**config.mk**
```make
export PLATFORM = sky130hd
export DESIGN_NAME = ddr3_burst_sequencer
export DESIGN_NICKNAME = d
export VERILOG_FILES = /design/src/rtl/ddr3_seq_pkg.sv /design/src/rtl/ddr3_rd_credit.sv /design/src/rtl/ddr3_burst_sequencer.sv
export SDC_FILE = /design/constraint.sdc
export NUM_CORES = 1
export LEC_CHECK = 0
export CAP_MARGIN = 30
export CELL_PAD_IN_SITES_DETAIL_PLACEMENT = 0
export CELL_PAD_IN_SITES_GLOBAL_PLACEMENT = 1
export CORE_AREA = 10 10 446 448
export CTS_CLUSTER_DIAMETER = 80
export DETAILED_ROUTE_END_ITERATION = 8
export DIE_AREA = 0 0 456 458
export PLACE_DENSITY_LB_ADDON = 0.1
export SYNTH_ARGS = -nofsm -noshare
export SYNTH_HDL_FRONTEND = slang
export SYNTH_SLANG_ARGS = --single-unit
export TNS_END_PERCENT = 1
```
**constraint.sdc**
```tcl
create_clock -name clk -period 4.3 [get_ports clk]
set_input_delay 0.645 -clock clk [delete_from_list [all_inputs] [get_ports clk]]
set_output_delay 0.645 -clock clk [all_outputs]
set_load 0.01 [all_outputs]
```
**src/rtl/ddr3_seq_pkg.sv**
```systemverilog
// ddr3_seq_pkg: shared state encoding, MIG command codes and default widths for the burst sequencer
package ddr3_seq_pkg;
    localparam int DEF_ADDR_W          = 29;
    localparam int DEF_DATA_W          = 256;
    localparam int DEF_CNT_W           = 16;
    localparam int DEF_ADDR_INC        = 8;
    localparam int DEF_MAX_OUTSTANDING = 32;
    localparam int DEF_RDF_CNT_W       = 10;
    localparam logic [2:0] CMD_WRITE = 3'b000;
    localparam logic [2:0] CMD_READ  = 3'b001;
    typedef enum logic [1:0] {IDLE, WRITE, READ} state_t;
endpackage

```
**src/rtl/ddr3_rd_credit.sv**
```systemverilog
// ddr3_rd_credit: counts issued read commands and returned beats, grants credit against the read FIFO space
module ddr3_rd_credit
    import ddr3_seq_pkg::*;
#(
    parameter int CNT_W           = DEF_CNT_W,
    parameter int RDF_CNT_W       = DEF_RDF_CNT_W,
    parameter int MAX_OUTSTANDING = DEF_MAX_OUTSTANDING
) (
    input  logic                 clk,
    input  logic                 sys_rst,
    input  logic                 clear,
    input  logic                 issue,
    input  logic                 ret,
    input  logic [RDF_CNT_W-1:0] rfifo_free,
    output logic [CNT_W-1:0]     issued,
    output logic [CNT_W-1:0]     returned,
    output logic                 credit_ok
);
    logic [CNT_W-1:0] outstanding;

    always_ff @(posedge clk or negedge sys_rst) begin
        if (!sys_rst) begin
            issued   <= '0;
            returned <= '0;
        end else if (clear) begin
            issued   <= '0;
            returned <= '0;
        end else begin
            if (issue) issued <= issued + 1'b1;
            if (ret) returned <= returned + 1'b1;
        end
    end

    assign outstanding = issued - returned;
    assign credit_ok   = 32'(outstanding) < 32'(MAX_OUTSTANDING) && 32'(outstanding) < 32'(rfifo_free);
endmodule

```
**src/rtl/ddr3_burst_sequencer.sv**
```systemverilog
// ddr3_burst_sequencer: moves FIFO beats to and from the MIG app interface as single-beat write/read jobs
module ddr3_burst_sequencer
    import ddr3_seq_pkg::*;
#(
    parameter int ADDR_W          = DEF_ADDR_W,
    parameter int DATA_W          = DEF_DATA_W,
    parameter int CNT_W           = DEF_CNT_W,
    parameter int ADDR_INC        = DEF_ADDR_INC,
    parameter int MAX_OUTSTANDING = DEF_MAX_OUTSTANDING,
    parameter int RDF_CNT_W       = DEF_RDF_CNT_W
) (
    input  logic                 clk,
    input  logic                 sys_rst,
    input  logic                 init_calib_complete,
    input  logic [ADDR_W-1:0]    wr_base,
    input  logic [CNT_W-1:0]     wr_cnt,
    input  logic                 start_write,
    input  logic [ADDR_W-1:0]    rd_base,
    input  logic [CNT_W-1:0]     rd_cnt,
    input  logic                 start_read,
    output logic                 busy,
    output logic                 wr_done,
    output logic                 rd_done,
    output logic                 start_reject,
    input  logic                 wfifo_empty,
    input  logic [DATA_W-1:0]    wfifo_dout,
    output logic                 wfifo_rd_en,
    input  logic [RDF_CNT_W-1:0] rfifo_free,
    output logic [DATA_W-1:0]    rfifo_din,
    output logic                 rfifo_wr_en,
    output logic [ADDR_W-1:0]    app_addr,
    output logic [2:0]           app_cmd,
    output logic                 app_en,
    input  logic                 app_rdy,
    output logic [DATA_W-1:0]    app_wdf_data,
    output logic                 app_wdf_wren,
    output logic                 app_wdf_end,
    input  logic                 app_wdf_rdy,
    input  logic [DATA_W-1:0]    app_rd_data,
    input  logic                 app_rd_data_valid
);
    state_t           state;
    logic [CNT_W-1:0] cnt, data_sent, cmd_sent, issued, returned;
    logic             credit_ok, cmd_accept;

    ddr3_rd_credit #(
        .CNT_W(CNT_W),
        .RDF_CNT_W(RDF_CNT_W),
        .MAX_OUTSTANDING(MAX_OUTSTANDING)
    ) u_credit (
        .clk(clk),
        .sys_rst(sys_rst),
        .clear(state == IDLE),
        .issue(state == READ && cmd_accept),
        .ret(state == READ && app_rd_data_valid),
        .rfifo_free(rfifo_free),
        .issued(issued),
        .returned(returned),
        .credit_ok(credit_ok)
    );

    assign busy         = state != IDLE;
    assign app_wdf_wren = state == WRITE && !wfifo_empty && data_sent < cnt;
    assign app_wdf_end  = app_wdf_wren;
    assign app_wdf_data = app_wdf_wren ? wfifo_dout : '0;
    assign wfifo_rd_en  = app_wdf_wren && app_wdf_rdy;
    // a write command only follows a beat already handed to the MIG
    assign app_en       = (state == WRITE) ? (cmd_sent < data_sent) : (state == READ && issued < cnt && credit_ok);
    assign cmd_accept   = app_en && app_rdy;

    always_ff @(posedge clk or negedge sys_rst) begin
        if (!sys_rst) begin
            state        <= IDLE;
            cnt          <= '0;
            data_sent    <= '0;
            cmd_sent     <= '0;
            app_addr     <= '0;
            app_cmd      <= CMD_WRITE;
            wr_done      <= 1'b0;
            rd_done      <= 1'b0;
            start_reject <= 1'b0;
            rfifo_din    <= '0;
            rfifo_wr_en  <= 1'b0;
        end else begin
            wr_done      <= 1'b0;
            start_reject <= (start_write || start_read) && (state != IDLE || !init_calib_complete || (start_write && start_read));
            rfifo_din    <= app_rd_data;
            rfifo_wr_en  <= app_rd_data_valid && state == READ;
            if (cmd_accept) app_addr <= app_addr + ADDR_W'(ADDR_INC);
            case (state)
                IDLE: begin
                    rd_done <= 1'b0;
                    if (init_calib_complete && start_write) begin
                        cnt       <= wr_cnt;
                        app_addr  <= wr_base;
                        app_cmd   <= CMD_WRITE;
                        data_sent <= '0;
                        cmd_sent  <= '0;
                        if (wr_cnt == '0) wr_done <= 1'b1;
                        else state <= WRITE;
                    end else if (init_calib_complete && start_read) begin
                        cnt      <= rd_cnt;
                        app_addr <= rd_base;
                        app_cmd  <= CMD_READ;
                        if (rd_cnt == '0) rd_done <= 1'b1;
                        else state <= READ;
                    end
                end
                WRITE: begin
                    if (wfifo_rd_en) data_sent <= data_sent + 1'b1;
                    if (cmd_accept) cmd_sent <= cmd_sent + 1'b1;
                    if (cmd_accept && cmd_sent + 1'b1 == cnt) wr_done <= 1'b1;
                    if (cmd_sent == cnt) state <= IDLE;
                end
                READ: begin
                    rd_done <= returned == cnt && !rd_done;
                    if (rd_done) state <= IDLE;
                end
                default: state <= IDLE;
            endcase
        end
    end
endmodule

```
==> Yosys cells after proc, flatten, opt, wreduce, memory -nomap -nowiden <==
Cells that the tools add are included.
{ "op_classes": {"n_addsub": 6, "order_cmp": 5, "eq_ne": 13, "n_mux": 34, "reduce_logical": 34} }
{ "op_table": {"columns": ["op", "count"], "rows": [
  ["$mux W256", 1],
  ["$mux W16", 9],
  ["$mux W29", 4],
  ["$add A16 B1 Y16 const B", 4],
  ["$pmux W16 S2", 2],
  ["$eq A16 B16 Y1", 3],
  ["$lt A16 B16 Y1", 3],
  ["$logic_not A16 Y1", 2],
  ["$add A29 B4 Y29 const B", 1],
  ["$lt A16 B10 Y1", 1],
  ["$lt A16 B6 Y1 const B", 1],
  ["$sub A16 B16 Y16", 1],
  ["$logic_and A1 B1 Y1", 15],
  ["$mux W2", 6],
  ["$reduce_bool A2 Y1", 6],
  ["$ne A3 B3 Y1 const B", 3],
  ["$ne A2 B2 Y1 const B", 4],
  ["$mux W1", 7],
  ["$mux W3", 2],
  ["$pmux W2 S3", 1],
  ["$reduce_and A3 Y1", 2],
  ["$reduce_and A5 Y1", 1],
  ["$pmux W1 S2", 2],
  ["$logic_not A1 Y1", 3],
  ["other kinds (6)", 8]
]} }
{ "word_totals": {"regBits": 374, "input_bits": 621, "output_inout_bits": 553, "wordCells": 105} }

==> Depth between registers and ports, before layout <==
Gate-level depths: netlist of the first run.
{ "depth": {"ltp_word": 10, "ltp_mapped": 22, "depth_no_buf": 20} }

==> By module <==
A second synthesis of the first run with hierarchy kept.
{ "hier_totals": {"hier_cells": 1592, "hier_area_um2": 17207.8} }
{ "modules_own_cells": {"columns": ["mod", "instances", "cells_each", "area_each_um2", "seq_area_each_um2"], "rows": [
  ["ddr3_burst_sequencer", 1, 1287, 14610.3, 8508.2],
  ["ddr3_rd_credit", 1, 305, 2597.5, 800.8]
]} }

==> Least setup slack after synthesis of the first run <==
Ideal clock, no wire load.
{ "synth_timing": {"kind": "reg2reg", "startpoint": "reg u_credit.returned[6]", "endpoint": "reg app_addr[28]", "setup_time_ns": 0.082, "arrival_ns": 4.298, "required_time_ns": 4.218, "path_slack_ns": -0.080, "path_stages_with_launch": 19, "n_path_buf": 1, "period_less_slack_ns": 4.380, "cell_sequence": "dfrtp_1 inv_1 ha_1 clkbuf_1 and2_1 or2_0 o311ai_1 o21ai_0 xor2_1 ha_1 nand2_1 o311ai_0 a2111oi_2 nand4b_1 a2111oi_4 a31o_2 nand2_1 or4_1 a31oi_1"} }
{ "synth_via": {"elab_chain_len": 10, "word_cells_on_any_way": 11, "cone_classes": "add/sub: 1; order compare: 2; mux: 5; reduce/logical: 3"} }
{ "synth_rtl": {"columns": ["element", "line_no", "rtl"], "rows": [
  ["from (decl)", "ddr3_rd_credit.sv:16", "output logic [CNT_W-1:0] returned,"],
  ["from (signal assigned)", "ddr3_rd_credit.sv:30", "if (ret) returned <= returned + 1'b1;"],
  ["$sub A16 B16 Y16 *", "ddr3_rd_credit.sv:34", "assign outstanding = issued - returned;"],
  ["$lt A16 B6 Y1 / $lt A16 B10 Y1 (equally long branches)", "ddr3_rd_credit.sv:35", "assign credit_ok = 32'(outstanding) < 32'(MAX_OUTSTANDING) && 32'(outstanding) < 32'(rfifo_free);"],
  ["$logic_and A1 B1 Y1 *", "ddr3_rd_credit.sv:35", null],
  ["$logic_and A1 B1 Y1 *", "ddr3_burst_sequencer.sv:68", "assign app_en = (state == WRITE) ? (cmd_sent < data_sent) : (state == READ && issued < cnt && credit_ok);"],
  ["$mux W1 *", "ddr3_burst_sequencer.sv:68", null],
  ["net app_en", "ddr3_burst_sequencer.sv:33", "output logic app_en,"],
  ["$logic_and A1 B1 Y1 *", "ddr3_burst_sequencer.sv:69", "assign cmd_accept = app_en && app_rdy;"],
  ["$mux W29 *", "ddr3_burst_sequencer.sv:89", "if (cmd_accept) app_addr <= app_addr + ADDR_W'(ADDR_INC);"],
  ["$mux W29", "ddr3_burst_sequencer.sv:101", "end else if (init_calib_complete && start_read) begin"],
  ["$mux W29", "ddr3_burst_sequencer.sv:93", "if (init_calib_complete && start_write) begin"],
  ["$mux W29 *", "ddr3_burst_sequencer.sv:90", "case (state)"],
  ["to (signal assigned)", "ddr3_burst_sequencer.sv:89", null],
  ["to (signal assigned)", "ddr3_burst_sequencer.sv:95", "app_addr <= wr_base;"],
  ["to (signal assigned)", "ddr3_burst_sequencer.sv:103", "app_addr <= rd_base;"],
  ["to (decl)", "ddr3_burst_sequencer.sv:31", "output logic [ADDR_W-1:0] app_addr,"]
]} }
Mark *: on every way through the listed nets, which the timed path passes. The rest lies on a longest branch.
A chain may end at the register's enable or synchronous reset.

==> Final worst setup path of the first run <==
{ "layout_timing": {"startpoint": "reg u_credit.issued[0]", "endpoint": "out app_en"} }
{ "layout_via": {"elab_chain_len": 5, "word_cells_on_any_way": 8, "cone_classes": "add/sub: 1; order compare: 3; mux: 1; reduce/logical: 3"} }
{ "layout_rtl": {"columns": ["element", "line_no", "rtl"], "rows": [
  ["from (decl)", "ddr3_rd_credit.sv:15", "output logic [CNT_W-1:0] issued,"],
  ["from (signal assigned)", "ddr3_rd_credit.sv:29", "if (issue) issued <= issued + 1'b1;"],
  ["$sub A16 B16 Y16", "ddr3_rd_credit.sv:34", null],
  ["$lt A16 B6 Y1 / $lt A16 B10 Y1 (equally long branches)", "ddr3_rd_credit.sv:35", null],
  ["$logic_and A1 B1 Y1", "ddr3_rd_credit.sv:35", null],
  ["$logic_and A1 B1 Y1 *", "ddr3_burst_sequencer.sv:68", null],
  ["$mux W1 *", "ddr3_burst_sequencer.sv:68", null],
  ["to (decl)", "ddr3_burst_sequencer.sv:33", null]
]} }
Every way passes the cells marked *; elsewhere a longest branch is shown, timed or not.

==> results of run 1 <==
==> cell families after synthesis <==
group | count (synthesis) | synth area share
other | 1 | 0.000222
multiplexers | 21 | 0.0124
buffers and inverters | 144 | 0.0329
XOR/XNOR | 87 | 0.0451
flip-flops | 372 | 0.551
AO/OA/AOI/OAI | 269 | 0.103
AND/OR/NAND/NOR | 600 | 0.199
adder cells (fa/ha/maj) | 76 | 0.0566
==> area by class of cell <==
cell class	instances	share of cell area
Timing Repair Buffer	1316	0.376
Sequential cell	372	0.260
Multi-Input combinational cell	1055	0.207
Tap cell	2511	0.0876
Clock buffer	73	0.0449
Clock inverter	34	0.0152
Inverter	75	0.00785
Antenna cell	14	0.000977
==> cell usage after synthesis, types with 2 or more instances <==
cell,number
or4_1,2
a2111oi_2,3
nand2b_1,20
a21o_1,19
nand3_1,46
a31o_1,2
nor2b_1,6
or4b_1,2
nor3b_1,4
and2_1,260
o21ai_1,15
o21ai_0,89
ha_1,74
and3_1,32
o211a_1,4
or3_1,13
o41ai_1,5
a222oi_1,3
o31ai_1,7
nand4b_1,2
or2_2,2
a2111oi_1,2
o211ai_1,11
clkbuf_1,63
nand4_1,30
inv_1,75
mux2i_1,21
a211oi_1,13
dfrtp_1,372
buf_4,3
buf_2,3
nand2_1,83
nor3_1,17
nor2_1,60
xnor2_1,48
a21oi_1,44
xor2_1,39
a31oi_1,5
o21a_1,4
a22oi_1,27
nor4_1,15
==> power by group through the flow <==
stage / Sequential, uW / Clock (uW) / Combinational [uW]
2_1_floorplan: 4330 / 0 / 1930
3_3_place_gp: 4320 / 0 / 6620
3_5_place_dp: 4320 / 0 / 6550
4_1_cts: 4260 / 5630 / 6720
5_1_grt: 4310 / 5740 / 7120
6_report: 4260 / 5380 / 6660
==> layout by cell type (no fill, tap or decap), drive strengths merged, types with 44 or more instances in the layout <==
cell type and instances:
ha 74, nand2 83, and2 261, clkbuf 93
nand3 46, a21oi 44, clkdlybuf4s15 56, xnor2 48
nor2 60, clkdlybuf4s50 961, o21ai 104, dfrtp 372
inv 77, buf 249
==> worst paths after layout <==
check                                    from            endpoint  slack [ns]  depth (start not counted)
min in group asynchronous             sys_rst      rfifo_din[133]        0.53                          2
max                        u_credit.issued[0]              app_en       -0.70                         20
min reg2reg                        app_cmd[0]          app_cmd[0]        0.48                          1
min                          app_rd_data[203]      rfifo_din[203]        0.39                          1
max reg2reg                u_credit.issued[0]  u_credit.issued[9]       -0.28                         25
max in group asynchronous             sys_rst       rfifo_din[76]        2.77                          3
==> flip-flops by register name, indices dropped and copies added, names as in the netlist, 2 cells and up <==
signal / flops
u_credit.returned: 16
rfifo_din: 256
app_addr: 29
cnt: 16
state: 2
data_sent: 16
cmd_sent: 16
u_credit.issued: 16
==> per-stage QoR <==
stage / area [um2] / TNS, ns / total power, uW / worst slack, ns / cells
6_report: 35900 / -7.41 / 16300 / -0.705 / 5450
5_1_grt: 35800 / -32.62 / 17200 / -0.973 / 5437
4_1_cts: 35600 / -20.96 / 16600 / -0.877 / 5431
3_5_place_dp: 33100 / -14.84 / 10900 / -0.480 / 5311
3_3_place_gp: 33100 / -15.13 / 10900 / -0.574 / 5311
2_1_floorplan: 16900 / 0 / 6260 / 0.0107 / 1571
==> repair_timing <==
item	CTS	global route
setup endpoints to repair	291	217
hold endpoints to repair	73	0
setup buffers	12	6
resized for setup	329	117
cloned	0	0
pin swaps	22	30
hold buffers	1	0
==> routing by layer <==
layer	global-route usage	up-vias	wire [um]
li1	-	8007	-
met1	0.174	8903	65400
met2	0.295	597	90900
met3	0.0637	183	14600
met4	0.0242	68	2880
met5	0	-	460
==> results.md, run 1 <==
- WL/cell: 32.0 um
- Pwr/cell area: approximately 450 nW/um2
- Area contributors post-synth: dfrtp_1 55%, and2_1 9.6%, ha_1 5.5%
- CP bufs+invs: 5
- Initial core utilization: 0.0891
- Outcome: finished, violations left
- Initial antenna violation count: 69
- GRT Residual Overflow: 0
- Leak pwr: between 0.01 and 0.015 uW
- Register area: between 9000 and 10000 um2
- Sequential Power Share: 0.261
- Failing checks: setup timing
- Fill count: between 20000 and 25000
- EDFF count, synth: 0
- Crit path launch type: flop
- Int Power: just over 10000 uW
- Register area share after synthesis: 0.551
- Die width: 456 um
- Critical path's slowest cell: dfrtp_1
- Actual slew at the worst max-slew pin: approximately 0.76 ns
- VDD IR max: 0.317 mV
- Largest fanout on the critical path: 2
- TritonRoute pass-1 iters: 7
- Clk Tree Root Cell: clkbuf_16
- Cell Chain, Critical Path: inv_1 -> ha_2 -> inv_2 -> fa_2 -> a211oi_2 -> o21ai_2 -> a21o_1 -> a211oi_2 -> a21oi_2 -> o21bai_4 -> ha_4 -> nand2_4 -> o311ai_4 -> a2111oi_2 -> nand4b_1 -> a2111oi_4 -> buf_4 -> a31o_4 -> buf_6 -> buf_12
- Antenna Nets Post-Route: 0
- Syn avg cell area: roughly 11 um2
- CTS tree: done
- Global-route wire length before repair: roughly 220000 um
- Final Hold Vio Count: 0
- CTS HTree Levels: 2
- Endpoint class of the critical path: output port
- Critical path class: reg -> out
- Top cell by count, worst path: a211oi_2
- Nets: between 3000 and 4000
- CTS Sinks: 372
- Sw frac: 0.368
- Synth top area share: 0.551
- DRT Wirelength: about 170000 um
- Hold WS: roughly 0.39 ns
- Area growth syn-to-layout: 112%
- GP Congestion: between 0.9 and 1
- HP Class: in -> reg
- RSZ-0062 raised after global routing: yes
- IO Pins: ~1200
- Vias post-DR: 17758
- DRT iter0 DRCs: between 800 and 900
- Switch Pwr: between 5000 and 6000 uW
- Post-synthesis cell type count: 66
- Largest net degree at the start of global routing: 82
- Area of the multi-input gates: ~7400 um2
- Clock Path Buffers: 3
- Top_reg_cell synth: dfrtp_1
- YS warnings: 0
- I/O Buffers: between 1000 and 1500
- Crit path max-delay family: compound AO/OA/AOI/OAI gates
- CTS Buf Count: about 60
- Routed vias/inst: ~3.3
- #FFs+latches synth: between 300 and 400
- Critical path's largest stage delay: 0.37 ns
- Placeable Area: around 190000 um2
- Fin util: 0.189
- Number of max-cap violations: 0
- DIE AREA: 209000 um2
- Final Setup Violations: 72
- Drc violations: 0
- Clk pwr share: 0.330
- Fin crit period: roughly 5.0 ns
- Comb pwr share: 0.409
- Fmax: around 0.2 GHz
- Detailed-placement wirelength estimate: about 150000 um
- Tcrit/Tclk final: 1.16
- Syn Inst Count: between 1500 and 2000
- Cell taking the most area after synthesis: dfrtp_1
- Worst-Skew Late Latency: 0.69 ns
- Async S/R FF share, synth: 1.00
- WP data arrival: about 4.4 ns
- Clk_skew: between 0.05 and 0.06 ns
- Vias in the first global route: 19364
- Max-slew headroom: 0.494
- Layout cells sized above 1: 0.170
- Reg clk slew, reported paths: around 0.06 ns
- Synthesized area: about 17000 um2
- Tot GR Track Use: 0.160
- Max Transition Viols Final: 0
- Worst EP required: ~3.7 ns
- Row count: 160
- Crit path setup slack, layout: -0.705 ns
- Die Ht: about 460 um
No activity file was read; power rests on OpenSTA's default activity.
==> inputs of run 2 (changes only) <==
- CELL_PAD_IN_SITES_DETAIL_PLACEMENT: 0 -> default
- CELL_PAD_IN_SITES_GLOBAL_PLACEMENT: 1 -> default
- CORE_AREA: 10 10 446 448 -> 10 10 452 454
- DIE_AREA: 0 0 456 458 -> 0 0 462 464
==> results.md, run 2 (synthesis gave the netlist of run 1 again) <==
- Critical R2R Launch: u_credit.issued[0]
- Actual slew at the worst max-slew pin: 1.12 ns (+0.361 ns)
- Dpl cell area: 32700 um2 (-1.1%)
- Pwr/cell area: 433 nW/um2 (-4.7%)
- Crit path launch type: flop
- Switch Pwr: 5720 uW (-4.5%)
- Layout cells sized above 1: 0.136 (-0.0335)
- Fin crit period: 4.91 ns (-0.0988 ns)
- Int Power: 9440 uW (-8.4%)
- # hold bufs at CTS: 0 (-1)
- Sequential Power Share: 0.280 (+0.019)
- Clk pwr share: 0.317 (-0.013)
- RSZ-0062 raised after global routing: yes
- CTS Sinks: 372 (unchanged)
- Clock Path Buffers: 3 (unchanged)
- Final Hold Vio Count: 0 (unchanged)
- Critical Path Source: u_credit.issued[0]
- R2r endpoint: u_credit.issued[14]
- Leak pwr: 0.0150 uW (+1.3%)
- Sw frac: 0.377 (+0.00972)
- Crit path setup slack, layout: -0.606 ns (+0.0988 ns)
- Hold WS: 0.0531 ns (-0.332 ns)
- I/O Buffers: 1171 (unchanged)
- Non-Filler Instances: 5497 (+0.86%)
- Max-slew headroom: 0.252 (-0.242)
- Outcome: finished, violations left
- Placeable Area: 195000 um2 (+2.6%)
- CTS tree: done
- Critical path class: reg -> out
- Clk_skew: 0.0179 ns (-0.0357 ns)
- Tot GR Track Use: 0.161 (+0.00112)
- HP Class: in -> async
- DIE AREA: 214000 um2 (+2.6%)
- VDD IR max: 0.287 mV (-9.6%)
- Final Cell Area: 35000 um2 (-2.4%)
- CTS Buf Count: 57 (-3.4%)
- Comb pwr share: 0.404 (-0.005)
- Initial core utilization: 0.0868 (-0.00229)
- Number of max-cap violations: 0 (unchanged)
- WP data arrival: 4.26 ns (-0.10 ns)
- Tcrit/Tclk final: 1.14 (-0.0230)
- Area growth syn-to-layout: 107%
- Nets: 3576 (+0.028%)
- TritonRoute pass-1 iters: 7 (unchanged)
- Drc violations: 0 (unchanged)
- Detailed-placement wirelength estimate: 160000 um (+3.3%)
- GRT Residual Overflow: 0 (unchanged)
- Fmax: 0.204 GHz (+2.0%)
- Row count: 162 (+1.3%)
- Largest fanout on the critical path: 2 (unchanged)
- CTS HTree Levels: 2 (unchanged)
- Routed vias/inst: 3.26 (about the same)
- Clk Tree Root Cell: clkbuf_16
- Die width: 462 um (+1.3%)
- Worst-case reg-to-reg path depth: 25 (unchanged)
- Inst Count DP: 5351 (+0.75%)
- Commonest non-fill, non-tap cell in the layout: clkdlybuf4s50_1
- Biggest register: rfifo_din
- Reg clk slew, reported paths: 0.06 ns (about the same)
- DRT iter0 DRCs: 903 (+4.2%)
- Initial antenna violation count: 148 (+110%)
- Dpl ws: -0.965 ns (-0.484 ns)
- Endpoint class of the critical path: output port
- Largest regs: rfifo_din (256), app_addr (29)
- Global-route wire length before repair: 224000 um (+1.9%)
- Max Transition Viols Final: 0 (unchanged)
- Vias in the first global route: 18941 (-2.2%)
- Largest net degree at the start of global routing: 96 (+17%)
- WL/cell: 32.6 um (+2.1%)
- Die Ht: 464 um (+1.3%)
- Vias post-DR: 17920 (+0.91%)
- IO Pins: 1174 (unchanged)
- Setup slack, reg-to-reg: -0.17 ns (+0.11 ns)
- DRT Wirelength: 179000 um (+3.0%)
- Max FFs per register: 256 (unchanged)
- Antenna Nets Post-Route: 0 (unchanged)
- Worst-Skew Late Latency: 0.68 ns (about the same)
- Final Setup Violations: 21 (-71%)
- GP Congestion: 0.866 (-5.9%)
- TNS Setup: -2.32 ns (+5.09 ns)
- Worst EP required: 3.65 ns (about the same)
- Most frequent cells in the layout: 924 x clkdlybuf4s50_1, 371 x dfrtp_1, 247 x and2_1
- Failing checks: setup timing
[run 2: cell types whose count changed in the layout (fill, tap and decap cells not counted), moves of 5 or more]
cell | previous run | this run
clkdlybuf4s50_1 | 961 | 924
dlymetal6s2s_1 | 5 | 18
buf_6 | 10 | 5
clkdlybuf4s15_2 | 40 | 31
and2_4 | 20 | 7
and2_1 | 234 | 247
buf_4 | 151 | 157
diode_2 | 14 | 31
buf_12 | 75 | 23
clkbuf_8 | 8 | 13
dlygate4sd2_1 | 24 | 117
bufinv_16 | 12 | 3
[run 2: power by group through the flow]
stage / logic [uW] / registers (uW) / clock network (uW)
2_1_floorplan: 1930 / 4330 / 0
3_3_place_gp: 6370 / 4310 / 0
3_5_place_dp: 6290 / 4300 / 0
4_1_cts: 6310 / 4250 / 5040
5_1_grt: 6600 / 4290 / 5140
6_report: 6120 / 4240 / 4800
[run 2: what timing repair did]
item | in CTS | in global routing
endpoints found under the setup margin | 270 | 114
resized for setup | 348 | 90
buffers inserted | 11 | 1
pin swaps | 15 | 12
[run 2: per-stage QoR]
stage,utilization,power (uW)
floorplan,-,6260
global placement,0.168,10700
detailed placement,0.168,10600
CTS,0.179,15600
global route,0.179,16000
finish,0.180,15200
[run 2: critical path: stages (launching register included)]
cell,delay [ns]
dfrtp_1,0.37
inv_1,0.06
ha_2,0.19
inv_2,0.04
fa_2,0.37
a211oi_2,0.24
o21ai_2,0.11
a21o_1,0.17
a211oi_2,0.22
a21oi_2,0.06
buf_4,0.14
buf_4,0.12
buf_4,0.12
buf_4,0.12
buf_4,0.12
buf_4,0.12
buf_4,0.12
buf_4,0.13
a2111oi_4,0.25
buf_4,0.19
a31o_4,0.19
buf_6,0.13
[run 2: worst max-delay path by stage]
stage	end	slack, ns	cells after the start
4_1_cts	app_en	-0.82	19
5_1_grt	app_en	-0.89	19
2_1_floorplan	app_addr[28]	0.01	20
6_report	app_en	-0.61	21
3_3_place_gp	app_en	-0.89	18
3_5_place_dp	app_en	-0.96	18
[run 2: final cells by class]
type | count | area, um2
fillers | 21632 | 160000
repair buffers | 1319 | 12900
flip-flops and latches | 372 | 9310
multi-input cells | 1055 | 7310
well taps | 2542 | 3180
clock buffers | 78 | 1640
inverters | 75 | 282
clock inverters | 25 | 268
diodes | 31 | 77.6
[run 2: routing by layer]
metal	part of all wire	GRT usage	wire, um
met1	0.38	0.181	68600
met2	0.51	0.295	91400
met3	0.087	0.0597	15700
met4	0.019	0.0189	3340
met5	0.0019	0	332
==> inputs of run 3 (changes only) <==
- CAP_MARGIN: 30 -> default
==> results of run 3 <==
The final DEF is identical to that of run 2; final timing and power are the same.
